[src/rtl/add_round_key_stage_if.sv]
// Streaming handshake bundle for the AddRoundKey stage: input word channel and output word channel.
interface add_round_key_stage_if;
    logic         Ark_in_valid;
    logic         Ark_in_ready;
    logic [127:0] Ark_in;
    logic [3:0]   Ark_in_round;
    logic         Ark_out_valid;
    logic         Ark_out_ready;
    logic [127:0] Ark_out;
    logic [3:0]   Ark_out_round;
    logic         Ark_out_imc_en;

    modport slave (
        input  Ark_in_valid, Ark_in, Ark_in_round, Ark_out_ready,
        output Ark_in_ready, Ark_out_valid, Ark_out, Ark_out_round, Ark_out_imc_en
    );

    modport master (
        output Ark_in_valid, Ark_in, Ark_in_round, Ark_out_ready,
        input  Ark_in_ready, Ark_out_valid, Ark_out, Ark_out_round, Ark_out_imc_en
    );
endinterface

[src/rtl/add_round_key_stage.sv]
// AES AddRoundKey pipeline stage: XORs each state word with its round key from a local key store,
// one-deep registered output with valid/ready flow control and a sticky error flag.
module add_round_key_stage #(
    parameter int unsigned NUM_KEYS = 11
) (
    input  logic                      clk,
    input  logic                      rst_n,
    input  logic                      Key_wr_en,
    input  logic [3:0]                Key_wr_addr,
    input  logic [127:0]              Key_wr_data,
    input  logic                      Key_clear,
    input  logic                      Ark_err_clr,
    output logic                      Ark_err,
    add_round_key_stage_if.slave      ark
);

    localparam int unsigned DATA_W = 128;
    localparam int unsigned IDX_W  = (NUM_KEYS > 1) ? $clog2(NUM_KEYS) : 1;

    logic [DATA_W-1:0]   key_q [NUM_KEYS];
    logic [NUM_KEYS-1:0] key_vld_q;
    logic [NUM_KEYS-1:0] key_vld_d;

    logic             wr_in_range;
    logic             wr_ok;
    logic             wr_bad;
    logic [IDX_W-1:0] wr_idx;
    logic             rd_in_range;
    logic [IDX_W-1:0] rd_idx;
    logic             rd_ok;
    logic             xfer;
    logic             drop;
    logic             imc_d;
    logic             err_d;

    assign wr_in_range = 32'(Key_wr_addr) < NUM_KEYS;
    assign wr_ok       = Key_wr_en && wr_in_range;
    assign wr_bad      = Key_wr_en && !wr_in_range;
    assign wr_idx      = wr_in_range ? IDX_W'(Key_wr_addr) : '0;

    assign rd_in_range = 32'(ark.Ark_in_round) < NUM_KEYS;
    assign rd_idx      = rd_in_range ? IDX_W'(ark.Ark_in_round) : '0;
    assign rd_ok       = rd_in_range && key_vld_q[rd_idx];

    // Output register is free when empty or being drained this cycle.
    assign ark.Ark_in_ready = !ark.Ark_out_valid || ark.Ark_out_ready;
    assign xfer             = ark.Ark_in_valid && ark.Ark_in_ready;
    assign drop             = xfer && !rd_ok;

    // InvMixColumns is skipped for the first and last key additions.
    assign imc_d = (ark.Ark_in_round != '0) && (32'(ark.Ark_in_round) + 32'd2 <= NUM_KEYS);

    // Clear invalidates every slot, but a concurrent write re-validates its own slot.
    always_comb begin
        key_vld_d = key_vld_q;
        if (Key_clear) begin
            key_vld_d = '0;
        end
        if (wr_ok) begin
            key_vld_d[wr_idx] = 1'b1;
        end
    end

    // A fresh error in the same cycle overrides the clear pulse.
    always_comb begin
        err_d = Ark_err;
        if (wr_bad || drop) begin
            err_d = 1'b1;
        end else if (Ark_err_clr) begin
            err_d = 1'b0;
        end
    end

    always_ff @(posedge clk or negedge rst_n) begin
        if (!rst_n) begin
            for (int i = 0; i < int'(NUM_KEYS); i++) begin
                key_q[i] <= '0;
            end
            key_vld_q <= '0;
        end else begin
            if (wr_ok) begin
                key_q[wr_idx] <= Key_wr_data;
            end
            key_vld_q <= key_vld_d;
        end
    end

    // Reads use the pre-edge key, so a same-cycle write to that slot cannot leak into the word.
    always_ff @(posedge clk or negedge rst_n) begin
        if (!rst_n) begin
            ark.Ark_out_valid  <= 1'b0;
            ark.Ark_out        <= '0;
            ark.Ark_out_round  <= '0;
            ark.Ark_out_imc_en <= 1'b0;
            Ark_err            <= 1'b0;
        end else begin
            Ark_err <= err_d;
            if (xfer && rd_ok) begin
                ark.Ark_out_valid  <= 1'b1;
                ark.Ark_out        <= ark.Ark_in ^ key_q[rd_idx];
                ark.Ark_out_round  <= ark.Ark_in_round;
                ark.Ark_out_imc_en <= imc_d;
            end else if (ark.Ark_out_ready) begin
                ark.Ark_out_valid  <= 1'b0;
            end
        end
    end

endmodule

[src/flat_wrapper.sv]
// flat-port wrapper written by rule: the top's interface ports become plain ports
module add_round_key_stage_flat 
#(
    parameter int unsigned NUM_KEYS = 11
)
  (clk, rst_n, Key_wr_en, Key_wr_addr, Key_wr_data, Key_clear, Ark_err_clr, Ark_err, ark_Ark_in_valid, ark_Ark_in, ark_Ark_in_round, ark_Ark_out_ready, ark_Ark_in_ready, ark_Ark_out_valid, ark_Ark_out, ark_Ark_out_round, ark_Ark_out_imc_en);
  add_round_key_stage_if ark_i ();
  input  logic clk;
  input  logic rst_n;
  input  logic Key_wr_en;
  input  logic [3:0] Key_wr_addr;
  input  logic [127:0] Key_wr_data;
  input  logic Key_clear;
  input  logic Ark_err_clr;
  output logic Ark_err;
  input wire logic [$bits(ark_i.Ark_in_valid)-1:0] ark_Ark_in_valid;
  input wire logic [$bits(ark_i.Ark_in)-1:0] ark_Ark_in;
  input wire logic [$bits(ark_i.Ark_in_round)-1:0] ark_Ark_in_round;
  input wire logic [$bits(ark_i.Ark_out_ready)-1:0] ark_Ark_out_ready;
  output wire logic [$bits(ark_i.Ark_in_ready)-1:0] ark_Ark_in_ready;
  output wire logic [$bits(ark_i.Ark_out_valid)-1:0] ark_Ark_out_valid;
  output wire logic [$bits(ark_i.Ark_out)-1:0] ark_Ark_out;
  output wire logic [$bits(ark_i.Ark_out_round)-1:0] ark_Ark_out_round;
  output wire logic [$bits(ark_i.Ark_out_imc_en)-1:0] ark_Ark_out_imc_en;
  assign ark_i.Ark_in_valid = ark_Ark_in_valid;
  assign ark_i.Ark_in = ark_Ark_in;
  assign ark_i.Ark_in_round = ark_Ark_in_round;
  assign ark_i.Ark_out_ready = ark_Ark_out_ready;
  assign ark_Ark_in_ready = ark_i.Ark_in_ready;
  assign ark_Ark_out_valid = ark_i.Ark_out_valid;
  assign ark_Ark_out = ark_i.Ark_out;
  assign ark_Ark_out_round = ark_i.Ark_out_round;
  assign ark_Ark_out_imc_en = ark_i.Ark_out_imc_en;
  add_round_key_stage #(.NUM_KEYS(NUM_KEYS)) u_core (.clk(clk), .rst_n(rst_n), .Key_wr_en(Key_wr_en), .Key_wr_addr(Key_wr_addr), .Key_wr_data(Key_wr_data), .Key_clear(Key_clear), .Ark_err_clr(Ark_err_clr), .Ark_err(Ark_err), .ark(ark_i));
endmodule
[config.mk]
export PLATFORM = sky130hd
export DESIGN_NAME = add_round_key_stage_flat
export DESIGN_NICKNAME = d
export VERILOG_FILES = /design/src/rtl/add_round_key_stage_if.sv /design/src/rtl/add_round_key_stage.sv /design/src/flat_wrapper.sv
export SDC_FILE = /design/constraint.sdc
export NUM_CORES = 2
export LEC_CHECK = 0
export ABC_AREA = 1
export BUFFER_PORTS_ARGS = -buffer_cell sky130_fd_sc_hd__buf_2
export CORE_MARGIN = 5
export CORE_UTILIZATION = 60
export DETAILED_ROUTE_END_ITERATION = 8
export MAX_ROUTING_LAYER = met4
export PLACE_DENSITY_LB_ADDON = 0.3
export SETUP_SLACK_MARGIN = 0.5
export SYNTH_ARGS = -nofsm -noshare
export SYNTH_HDL_FRONTEND = slang
export SYNTH_SLANG_ARGS = --single-unit
export TNS_END_PERCENT = 50
[constraint.sdc]
create_clock -name clk -period 3.6 [get_ports clk]
set_input_delay 0.36 -clock clk [delete_from_list [all_inputs] [get_ports clk]]
set_output_delay 0.36 -clock clk [all_outputs]
set_load 0.03 [all_outputs]
==> run summary <==
status: complete, no violations
number of flops mapped to enable cells by yosys: 0
DRT iter0 DRCs: 8418
Final Setup Violations: 0
Placed Cells: 10129
leakage power: 39.9 nW
CP delay by family, top: simple AND/OR/NAND/NOR gates
Core ar.: 0.118 sq mm
WHS: 45.8 ps
root buf cell: clkbuf_16
CTS Sinks: 1554
Die Y: 355 microns
cell at the slowest stage of the critical path: buf_12
DIE WIDTH: 355 microns
launching point of the worst reg2reg path: u_core.key_vld_q[8]$_DFF_PN0_
final antenna-violating net count: 0
post-cts resize count: 0
Rows: 126
final instance area: 0.0815 sq mm
final number of max-transition violations: 0
Max Fanout on Critical Path: 90
cell area after placement: 0.0741 sq mm
worst r2r path cells: 9
commonest non-fill, non-tap cells in the layout: nand2_1 (2578), nand3_1 (1820), dfrtp_1 (1554)
f_max: 409 MHz
Total Power: 51.0 mW
sequential fraction of the synthesis area: 0.545
clk_lat worst skew: 770 ps
CTS clk-pin slew, worst paths: 60 ps
Reg2Reg Setup Slack: 1400 ps
H-tree Lvls: 4
I/O pin count: 407
routed vias: 65564
Max Cap Viol: 0
CTS max path bufs: 3
commonest non-fill, non-tap cell in the layout: nand2_1
power per standard cell area: 625 mW/mm^2
Synth cell types: 27
worst slack at placement: 466 ps
cell mode on critical path: nand3_1
Slew HR: 0.216
DR DRC count: 0
Mapped Area: 0.0713 sq mm
Critical Path RT: 4300 ps
clock skew: 29.3 ps
fin crit share: 0.679
area delta synth->final: 14.2%
worst min-delay path startpoint: Key_wr_data[94]
Final Hold Viols: 0
asr flop ratio synth: 1.00
global-route wire length before repair: 350000 microns
minimum clock period: 2440 ps
Routed WL per cell: 20.7 microns
syn_nets: 9135
Util after Layout: 0.690
Tot GR Track Use: 0.355
max incr delay on CP: 530 ps
full die area: 0.126 sq mm
largest net degree at the start of global routing: 204
Syn. warnings: 0
Reg2Reg Capture Point: u_core.ark.Ark_out[97]$_DFFE_PN0P_
hold path endpoint: u_core.key_q[862]$_DFFE_PN0P_
number of global-route vias before repair: 63325
Fillers: 9146
Mapped Cells: 8863
RSZ-0062 raised after global routing: no
DR vias/cell: 6.18
port bufs: 406
largest area contributor in the netlist: dfrtp_1
Primary FF master, synth: dfrtp_1
Post-Route WL: 220000 microns
Starting Density: 0.604
final cell count without fillers: 10611
share of the synthesized area in the top cell type: 0.545
initial antenna violation count: 5
Hold Path Stages: 3
DR pass1 iterations: 9
TritonCTS Buffers: 163
Worst-Margin Slew: 1180 ps
VDD IR-drop max: 457 uV
Cell Chain, Critical Path: buf_2 > o21ai_4 > nand2_8 > nand2_1 > nand3_1 > a21oi_1 > nand3_1 > nor2_4 > buf_12 > nand3_1 > nand2_1
nets: 9213
Setup crit end kind: flip-flop
crit path DAT: 3140 ps
Hold Crit Class: in -> reg
gpl congestion: 0.847
layout cells sized above 1: 0.0927
Setup TNS: 0 ps
flops & latches, synth: 1554
post-synthesis area per instance: 8.05 sq um
global route overflow: 0
final setup margin: 1160 ps
worst path buffer plus inverter count: 2
top post-synthesis cells by area: dfrtp_1 (55%), nand2_1 (14%), nand3_1 (13%), o21ai_0 (11%), clkbuf_1 (3.0%)
crit path kind: in -> reg
CTS tree: yes
CP Launch Type: primary input
DP Wirelength: 119000 microns
kinds of logic after synthesis:
logic type | share of synthesized area
DFF | 0.545
and+or+nand+nor | 0.266
adders and majority gates | 0.000175
AOI/OAI and AO/OA | 0.124
buffers and inverters | 0.0652
worst max-delay path by stage:
| stage | from | end | slack [ps] | depth (start not counted) |
|---|---|---|---|---|
| after floorplan | ark_Ark_in_round[3] | u_core.ark.Ark_out[36]$_DFFE_PN0P_ | 1730 | 12 |
| after global placement | ark_Ark_in_round[2] | u_core.ark.Ark_out[40]$_DFFE_PN0P_ | 540 | 11 |
| after detailed placement | ark_Ark_in_round[2] | u_core.ark.Ark_out_imc_en$_DFFE_PN0P_ | 470 | 11 |
| after CTS | ark_Ark_in_round[2] | u_core.ark.Ark_out[97]$_DFFE_PN0P_ | 1250 | 11 |
| after global routing | ark_Ark_in_round[2] | u_core.ark.Ark_out[99]$_DFFE_PN0P_ | 1040 | 11 |
| final | ark_Ark_in_round[2] | u_core.ark.Ark_out[97]$_DFFE_PN0P_ | 1160 | 11 |
timing repair:
| action | in CTS | in global routing |
|---|---|---|
| endpoints found under the setup margin | 0 | 0 |
| setup buffers | 0 | 0 |
| endpoints found under the hold margin | 541 | 0 |
| hold buffers | 183 | 0 |
state kept, by name (all words and copies together), names as in the netlist:
name	flops
u_core.ark.Ark_out_imc_en	1
u_core.ark.Ark_out_round	4
u_core.key_q	1408
u_core.Ark_err	1
u_core.key_vld_q	11
u_core.ark.Ark_out_valid	1
u_core.ark.Ark_out	128
cell usage after synthesis (4+ instances only):
library cell and n:
a21oi_1 68, a31oi_1 29, nand3_1 1825, buf_1 54
dfrtp_1 1554, o211ai_1 94, nand2_1 2585, inv_1 342
clkbuf_1 572, o21ai_0 1510, buf_4 4, nand3b_1 4
nor2_1 11, buf_2 195
power breakdown:
part	switching, mW	internal, mW
clock network	6.96	10.4
registers	2.29	21.4
logic	6.38	3.56
total	15.6	35.3
cell type report:
cell class	instances	area [sq um]	share of cell area
Inverter	346	1310	0.0161
Clock buffer	241	4880	0.0599
Timing Repair Buffer	738	5890	0.0722
Multi-Input combinational cell	6138	27900	0.343
Tap cell	1536	1920	0.0236
Sequential cell	1554	38900	0.477
Antenna cell	4	10.0	0.000123
Clock inverter	54	644	0.00791
tightest hold or removal path: cells and delay by family:
kind,cells,cell delay [ps]
AOI/OAI and AO/OA,1,190
buffers and inverters,2,210
per-layer routing:
layer	share of wire	routed length, microns	global-route usage	vias to the layer above
li1	-	-	-	29586
met3	0.11	23200	0.0700	565
met2	0.46	101000	0.542	3864
met5	0	0	-	-
met4	0.039	8620	0.146	0
met1	0.40	87600	0.474	31549
No activity file was read; power rests on OpenSTA's default activity.
